--- src/rtl/seg_scan_sched.sv ---
// Scan scheduler for an 8-digit common-anode 7-segment panel with shadow/active digit tables.
// Latency: all outputs registered; shadow writes land next edge, active bank only at frame-end commit.
// Backpressure: none; commit_req is held by the requester until commit_ack, issued only at a frame boundary.
module seg_scan_sched #(
    parameter int SCAN_DIV  = 100000,
    parameter int BLANK_CYC = 1000
) (
    input  logic       clk,
    input  logic       rst_n,
    input  logic       wr_en,
    input  logic [2:0] wr_addr,
    input  logic [5:0] wr_data,
    input  logic       commit_req,
    output logic       commit_ack,
    input  logic [1:0] bright,
    output logic       frame_start,
    output logic [7:0] led_en,
    output logic [7:0] led_seg
);
    localparam int            CW        = $clog2(SCAN_DIV);
    localparam logic [CW-1:0] CNT_LAST  = CW'(SCAN_DIV - 1);
    localparam logic [31:0]   BLANK_LEN = 32'(BLANK_CYC);
    localparam logic [31:0]   ON_MAX    = 32'(SCAN_DIV - BLANK_CYC);
    localparam logic [5:0]    ENTRY_OFF = 6'b010000;

    typedef enum logic [1:0] {
        ST_BLANK,
        ST_ON,
        ST_OFF
    } state_t;

    logic          run_q;
    logic [CW-1:0] cnt_q, cnt_d;
    logic [2:0]    digit_q, digit_d;
    logic [1:0]    bright_q, bright_d;
    state_t        state_q, state_d;
    logic [5:0]    shadow_q [8];
    logic [5:0]    active_q [8];
    logic [7:0]    led_en_q, led_en_d;
    logic [7:0]    led_seg_q, led_seg_d;
    logic          frame_start_q, frame_start_d;
    logic          commit_ack_q;
    logic          commit_fire;
    logic [31:0]   on_len, on_end, cnt_ext;
    logic [5:0]    entry;

    // Active-low {g,f,e,d,c,b,a} glyphs for hex digits.
    function automatic logic [6:0] font7(input logic [3:0] hex);
        case (hex)
            4'h0: font7 = 7'h40;
            4'h1: font7 = 7'h79;
            4'h2: font7 = 7'h24;
            4'h3: font7 = 7'h30;
            4'h4: font7 = 7'h19;
            4'h5: font7 = 7'h12;
            4'h6: font7 = 7'h02;
            4'h7: font7 = 7'h78;
            4'h8: font7 = 7'h00;
            4'h9: font7 = 7'h10;
            4'hA: font7 = 7'h08;
            4'hB: font7 = 7'h03;
            4'hC: font7 = 7'h46;
            4'hD: font7 = 7'h21;
            4'hE: font7 = 7'h06;
            default: font7 = 7'h0E;
        endcase
    endfunction

    // Slot position: held at 0 until the first edge after reset, then counts and steps digits.
    always_comb begin
        cnt_d   = cnt_q;
        digit_d = digit_q;
        if (run_q) begin
            if (cnt_q == CNT_LAST) begin
                cnt_d   = '0;
                digit_d = digit_q + 3'd1;
            end else begin
                cnt_d = cnt_q + CW'(1);
            end
        end
    end

    // Brightness is captured only during the first cycle of a slot; derive that slot's ON length.
    always_comb begin
        bright_d = (cnt_q == '0) ? bright : bright_q;
        on_len   = (ON_MAX * ({30'd0, bright_d} + 32'd1)) >> 2;
        if (on_len == 32'd0) begin
            on_len = 32'd1;
        end
        on_end = BLANK_LEN + on_len;
    end

    // Slot FSM and output decode, evaluated for the position the outputs will show next cycle.
    always_comb begin
        state_d       = state_q;
        cnt_ext       = 32'(cnt_d);
        led_en_d      = 8'hFF;
        led_seg_d     = 8'hFF;
        entry         = active_q[digit_d];
        frame_start_d = (cnt_d == '0) && (digit_d == 3'd0);
        commit_fire   = run_q && (cnt_q == CNT_LAST) && (digit_q == 3'd7) && commit_req;
        case (state_q)
            ST_BLANK: if (cnt_ext == BLANK_LEN) state_d = ST_ON;
            ST_ON: begin
                if (cnt_d == '0) begin
                    state_d = ST_BLANK;
                end else if (cnt_ext == on_end) begin
                    // Never reached at full brightness: on_end equals SCAN_DIV.
                    state_d = ST_OFF;
                end
            end
            ST_OFF:   if (cnt_d == '0) state_d = ST_BLANK;
            default:  state_d = ST_BLANK;
        endcase
        if (state_d == ST_ON && !entry[4]) begin
            led_en_d  = ~(8'd1 << digit_d);
            led_seg_d = {~entry[5], font7(entry[3:0])};
        end
    end

    // Position, FSM state and registered panel outputs.
    always_ff @(posedge clk or negedge rst_n) begin
        if (!rst_n) begin
            run_q         <= 1'b0;
            cnt_q         <= '0;
            digit_q       <= 3'd0;
            bright_q      <= 2'd0;
            state_q       <= ST_BLANK;
            led_en_q      <= 8'hFF;
            led_seg_q     <= 8'hFF;
            frame_start_q <= 1'b0;
            commit_ack_q  <= 1'b0;
        end else begin
            run_q         <= 1'b1;
            cnt_q         <= cnt_d;
            digit_q       <= digit_d;
            bright_q      <= bright_d;
            state_q       <= state_d;
            led_en_q      <= led_en_d;
            led_seg_q     <= led_seg_d;
            frame_start_q <= frame_start_d;
            commit_ack_q  <= commit_fire;
        end
    end

    // Digit tables: producers write shadow; commit copies the pre-write shadow into active.
    always_ff @(posedge clk or negedge rst_n) begin
        if (!rst_n) begin
            for (int i = 0; i < 8; i++) begin
                shadow_q[i] <= ENTRY_OFF;
                active_q[i] <= ENTRY_OFF;
            end
        end else begin
            if (commit_fire) begin
                for (int i = 0; i < 8; i++) begin
                    active_q[i] <= shadow_q[i];
                end
            end
            if (wr_en) begin
                shadow_q[wr_addr] <= wr_data;
            end
        end
    end

    assign led_en      = led_en_q;
    assign led_seg     = led_seg_q;
    assign frame_start = frame_start_q;
    assign commit_ack  = commit_ack_q;

endmodule

--- config.mk ---
export PLATFORM = sky130hd
export DESIGN_NAME = seg_scan_sched
export DESIGN_NICKNAME = d
export VERILOG_FILES = /design/src/rtl/seg_scan_sched.sv
export SDC_FILE = /design/constraint.sdc
export NUM_CORES = 1
export LEC_CHECK = 0
export CORE_UTILIZATION = 35
export CTS_CLUSTER_SIZE = 10
export DETAILED_ROUTE_END_ITERATION = 12
export SYNTH_ARGS = -nofsm -noshare
export SYNTH_HDL_FRONTEND = slang
export SYNTH_SLANG_ARGS = --single-unit
export TNS_END_PERCENT = 50
--- constraint.sdc ---
create_clock -name clk -period 5.3 [get_ports clk]
set_clock_uncertainty 0.2 [all_clocks]
set_input_delay 1.06 -clock clk [delete_from_list [all_inputs] [get_ports clk]]
set_output_delay 1.06 -clock clk [all_outputs]
set_load 0.02 [all_outputs]
=== Yosys cells after proc, flatten, opt, wreduce, memory -nomap -nowiden ===
Memory sizes are Yosys's and may differ from the RTL's.
Cells that the tools add are included.

* Register bits after elaboration: 139
* Memory bits (read-only): 112
* Bits of input ports: 15
* Output and inout bits: 18
* Logic and storage cells: 77
* Memories: 1

* Add/sub/neg operators: 4
* $mul: 1
* Order comparisons: 3
* Eq/ne operators: 7
* Shift-type cells: 1
* Mux-type cells: 19
* Bitwise logic cells: 4
* Reductions and logical operators: 12

{| class="wikitable"
|+ Memories
! memory !! depth !! width !! read ports !! clocked after Yosys merged registers in !! write ports !! line !! source
|-
| (name not given) || 16 || 7 || 1 || 0 || 0 || 49 || <nowiki>case (hex)</nowiki>
|}

{| class="wikitable"
|+ Operator list
! kind !! number
|-
| 48-bit bitwise mux || 1
|-
| 17-bit zero test || 2
|-
| 17-bit 2-to-1 mux || 2
|-
| 10-bit by 32-bit adder with 32-bit output, first input constant || 1
|-
| 17-bit by 32-bit equality test with 1-bit output || 1
|-
| 32-bit zero test || 1
|-
| 6-bit binary-select mux with 3-bit select || 1
|-
| 6-bit demux with 3-bit select || 1
|-
| 18-bit 2-to-1 mux || 1
|-
| 6-bit 2-to-1 mux || 3
|-
| 17-bit by 1-bit adder with 17-bit output, second input constant || 1
|-
| 17-bit by 10-bit equality test with 1-bit output, second input constant || 1
|-
| 17-bit equality test, second input constant || 1
|-
| 14-bit by 3-bit multiplier with 17-bit output, first input constant || 1
|-
| 8-bit 2-to-1 mux || 2
|-
| 2-bit 2-to-1 mux || 5
|-
| 4-bit >= comparator, second input constant || 2
|-
| 3-bit inverter with 4-bit output || 2
|-
| 8-bit inverter || 1
|-
| 1-bit by 3-bit << shifter with 8-bit output, first input constant || 1
|-
| 1-bit logical AND || 6
|-
| 3-bit 2-to-1 mux || 2
|-
| 2-bit one-hot mux with 3 select lines || 1
|-
| 2-bit by 1-bit equality test with 1-bit output, second input constant || 2
|-
| 9 further kinds || 9
|}

=== Logic depth before layout (Yosys ltp) ===
* Word-level depth: 14
* Depth in mapped cells: 18
* Gate-level depth less buffers: 16

=== Worst setup path after synthesis ===
OpenSTA, ideal clock, no wires.

* Kind: flip-flop to flip-flop
* Start: reg cnt_q[6]
* End: reg led_seg_q[1] (netlist: led_seg[1])
* Setup time: 0.100 ns
* Arrival time: 3.449 ns
* Data required time: 5.000 ns
* Slack: 1.550 ns
* Cell stages (with the launch flop): 16
* Buffers on the path: 2
* Clock period less this slack: 3.750 ns
* Cells stage by stage: dfrtp_1 -> buf_2 -> nor4_2 -> nand2_1 -> o21ai_0 -> and2_1 -> inv_1 -> ha_1 -> nand2b_1 -> a221oi_2 -> a21oi_1 -> o2111a_1 -> a311o_2 -> a22oi_4 -> buf_6 -> o221ai_2

* Word-level cells in the longest chain between the ends: 14
* Elaborated cells on any way between the ends: 30
* Classes of those cells: add/sub: 3; mul: 1; eq/ne: 4; mux: 15; bitwise: 1; reduce/logical: 5; memory: 1

{| class="wikitable"
|+ RTL lines
! what !! line !! source
|-
| start: declaration || 33 || <nowiki>logic [CW-1:0] cnt_q, cnt_d;</nowiki>
|-
| start signal: assignment || 135 || <nowiki>cnt_q <= cnt_d;</nowiki>
|-
| 17-bit zero test * || 85 || <nowiki>bright_d = (cnt_q == '0) ? bright : bright_q;</nowiki>
|-
| 2-bit 2-to-1 mux * || 85 ||
|-
| named net bright_d[1] || 35 || <nowiki>logic [1:0] bright_q, bright_d;</nowiki>
|-
| 2-bit by 1-bit adder with 3-bit output * || 86 || <nowiki>on_len = (ON_MAX * ({30'd0, bright_d} + 32'd1)) >> 2;</nowiki>
|-
| 14-bit by 3-bit multiplier with 17-bit output * || 86 ||
|-
| 32-bit zero test || 87 || <nowiki>if (on_len == 32'd0) begin</nowiki>
|-
| 18-bit 2-to-1 mux * || 87 ||
|-
| 10-bit by 32-bit adder with 32-bit output * || 90 || <nowiki>on_end = BLANK_LEN + on_len;</nowiki>
|-
| 17-bit by 32-bit equality test with 1-bit output * || 107 || <nowiki>end else if (cnt_ext == on_end) begin</nowiki>
|-
| 2-bit 2-to-1 mux * || 107 ||
|-
| 2-bit 2-to-1 mux * || 105 || <nowiki>if (cnt_d == '0) begin</nowiki>
|-
| 2-bit one-hot mux with 3 select lines * || 102 || <nowiki>case (state_q)</nowiki>
|-
| 2-bit by 1-bit equality test with 1-bit output * || 115 || <nowiki>if (state_d == ST_ON && !entry[4]) begin</nowiki>
|-
| 1-bit logical AND * || 115 ||
|-
| 8-bit 2-to-1 mux * || 115 ||
|-
| named net led_seg_d[1] || 40 || <nowiki>logic [7:0] led_seg_q, led_seg_d;</nowiki>
|-
| end signal: assignment || 140 || <nowiki>led_seg_q <= led_seg_d;</nowiki>
|-
| end: declaration || 40 ||
|}

Mark *: on every way through the listed nets, which the timed path passes. The rest lies on a longest branch. The select of a mux whose other input is x is not followed.
A chain may end at the register's enable or synchronous reset.

=== Final worst setup path ===
* Start: reg cnt_q[4]
* End: reg led_seg_q[5] (netlist: led_seg[5])

Same word-level chain as after synthesis.

==> summary.txt <==
Status
  • Status: complete, no violations

Timing
  • Final period util: 84.41%
  • Setup ws final: 826.0 ps
  • Max Transition Viols Final: 0
  • Slew headroom: 19.11%
  • Final setup viols: 0
  • Min Tclk post-route: 4474 ps
  • Final hold vios: 0
  • Worst-Margin Slew: 1213 ps
  • Unrepaired setup endpoints after global routing: no
  • Setup total negative slack: 0 ps
  • Highest clock rate: 223.5 MHz
  • Final Hold Slack: 275.7 ps

Synth
  • Mean Syn Cell Area: 12.19 um2
  • Synthesized flop and latch total: 139
  • Sequential share of the synthesized area: 49.93%
  • Mapped Nets: 609
  • Post-synth top cells: dfrtp_1 (107), mux2_2 (96), nand2_1 (34)
  • EDFF count, synth: 0
  • Biggest area consumer among synthesized cells: dfrtp_1
  • Cell area after synthesis: 7047 um2
  • Distinct cells, synth: 74
  • Syn Inst Count: 578
  • Synth warn: 0
  • Synth Flop Type: dfrtp_1
  • Yosys top cell area share: 38.00%
  • Count leader, synth: dfrtp_1
  • Async SR Flop Fraction: 100.0%
  • Ranking of synthesized cells by area: dfrtp_1 (38%), mux2_2 (15%), dfstp_2 (12%), mux2i_1 (4.5%), ha_1 (2.8%)

Clock tree
  • Worst-path clk slew: 60 ps
  • Worst skew pair latency: 430 ps
  • Resized cells post-CTS: 0
  • Cts hold-fix bufs: 0
  • Clk Tree Root Cell: clkbuf_16
  • Buffer count from post-CTS setup fixing: 0
  • H-Tree Depth: 4
  • Clock Sinks: 139
  • TritonCTS clock tree: built
  • CTS Buf Count: 17
  • CTS Buffer Depth: 2

Hold path
  • Hold crit path type: reg -> reg
  • Worst hold stages: 2

Power
  • PD cells: 364.2 nW/um2
  • Sequential power share: 42.7%
  • Max IR drop VDD: 0.2034 mV
  • Switching share of power: 28.90%
  • Comb pwr share: 16.2%
  • Clock power frac: 41.1%
  • Power Internal: 2138 uW
  • Static leakage power: 0.003479 uW
  • Sw power: 869.2 uW

Route
  • DRT antenna net count: 0
  • 1st-pass router iterations: 5
  • Vias after detailed routing: 4748
  • Via/cell ratio: 5.341
  • Post-Route WL: 16760 um
  • DRT iter0 DRCs: 262
  • WL/cell: 18.86 um
  • DRC violations left: 0

Worst setup path
  • Critical Path RT: 5420 ps
  • CP Capture Type: flip-flop
  • Critical setup path kind: reg -> reg
  • Max FO, Critical Path: 12
  • Worst r2r path cells: 13
  • Startpoint types: flip-flop
  • CP Data Arrival Time: 4600 ps

Global route
  • Initial antenna violation count: 0
  • Largest net degree at the start of global routing: 102
  • Total grt overflow: 0
  • Vias in the first global route: 4913
  • First-pass GRT wire length: 27080 um
  • Aggregate global-route resource usage: 17.48%

Run
  • Max Cap Viol: 0

Floorplan
  • Die Area: 20700 um2
  • Die W: 143.9 um
  • Die height: 143.9 um
  • Core area: 19590 um2
  • Initial core utilization: 35.97%
  • Io pins: 33
  • FP Rows: 51

Final layout
  • Nets@finish: 642
  • Fillers: 1834
  • Layout cells sized above 1: 31.25%
  • Area Overhead vs Synth: 17.19%
  • Diodes inserted: 0

Placement
  • GPL Wtd Cong: 0.8928
  • HPWL after detailed placement: 11630 um
  • Count of input and output buffers: 32
  • Placement Setup Slack: 710.7 ps
## logic make-up after synthesis
kind of cell,after synthesis,synth area share [%]
xor+xnor,21,2.610
simple gates,145,12.13
other cells,1,0.05322
fa+ha+maj,16,2.841
flops,139,49.93
mux,132,21.00
compound gates,71,8.185
buf+inv,53,3.249
## final cells by class
type | instances | area, um2 | share of cell area (%)
well taps | 265 | 331.6 | 4.015
clock inverters | 12 | 152.6 | 1.848
repair buffers | 40 | 381.6 | 4.621
flip-flops and latches | 139 | 3518 | 42.61
multi-input cells | 386 | 3306 | 40.03
clock buffers | 20 | 466.7 | 5.652
inverters | 27 | 101.3 | 1.227
## state kept, by name, indices dropped and copies added (netlist names)
| name | count |
|---|---|
| active_q | 48 |
| bright_q | 2 |
| cnt_q | 17 |
| commit_ack | 1 |
| digit_q | 3 |
| frame_start | 1 |
| led_en | 8 |
| led_seg | 8 |
| run_q | 1 |
| shadow_q | 48 |
| state_q | 2 |
## cell usage in the layout, fill, tap and decap left out, drive strengths merged, types with 8 or more instances in the layout
master	Yosys	routed
clkdlybuf4s50	0	31
nor4	11	11
nand2b	8	8
and2	8	8
clkbuf	10	20
xor2	10	10
nor3	12	12
nand3	14	14
dfstp	32	32
ha	16	16
inv	27	33
buf	16	9
nor2	20	20
xnor2	11	11
nand4	12	12
o21ai	15	15
mux2	97	97
mux2i	33	33
nand2	34	34
a21oi	9	9
dfrtp	107	107
## metal layers
metal / vias up / part of all wire [%] / track usage, %
met5: - / 0 / 0
met4: 0 / 1.1 / 4.479
met1: 2443 / 48 / 23.76
li1: 2178 / - / -
met2: 110 / 47 / 27.69
met3: 17 / 3.6 / 4.265
## stage by stage
step                      total power (uW)  cells  cell area, um2  util (%)
after global placement                1760    857            7639     38.99
after detailed placement              1787    857            7639     38.99
final                                 3008    889            8258     42.15
after global routing                  3156    889            8258     42.15
after CTS                             3031    889            8258     42.15
after floorplan                       1630    578            7047         -
## critical path, stage by stage (launching register included)
cell and delay [ps]:
dfrtp_1 490, nor4_1 410, nand4_1 230, o21ai_0 350, and2_1 290, inv_1 140
ha_1 370, nand2b_1 210, a221oi_2 280, a21oi_1 110, o2111a_1 280, a311o_2 440
a22oi_4 400, o221ai_2 170
## path summary, 6_finish.rpt
path                                end          from  slack (ps)
max                          led_seg[5]      cnt_q[4]         830
min                        active_q[21]  shadow_q[21]         280
max reg2reg                  led_seg[5]      cnt_q[4]         830
min reg2reg                active_q[21]  shadow_q[21]         280
max in group asynchronous  active_q[46]         rst_n        3310
min in group asynchronous      cnt_q[4]         rst_n         480
## power by group through the flow
stage	clock, uW	combinational (uW)	sequential (uW)
2_1_floorplan	0	370	1260
4_1_cts	1260	488	1280
3_3_place_gp	0	468	1290
3_5_place_dp	0	487	1300
5_1_grt	1310	547	1300
6_report	1240	488	1280
No activity file was read; power rests on OpenSTA's default activity.
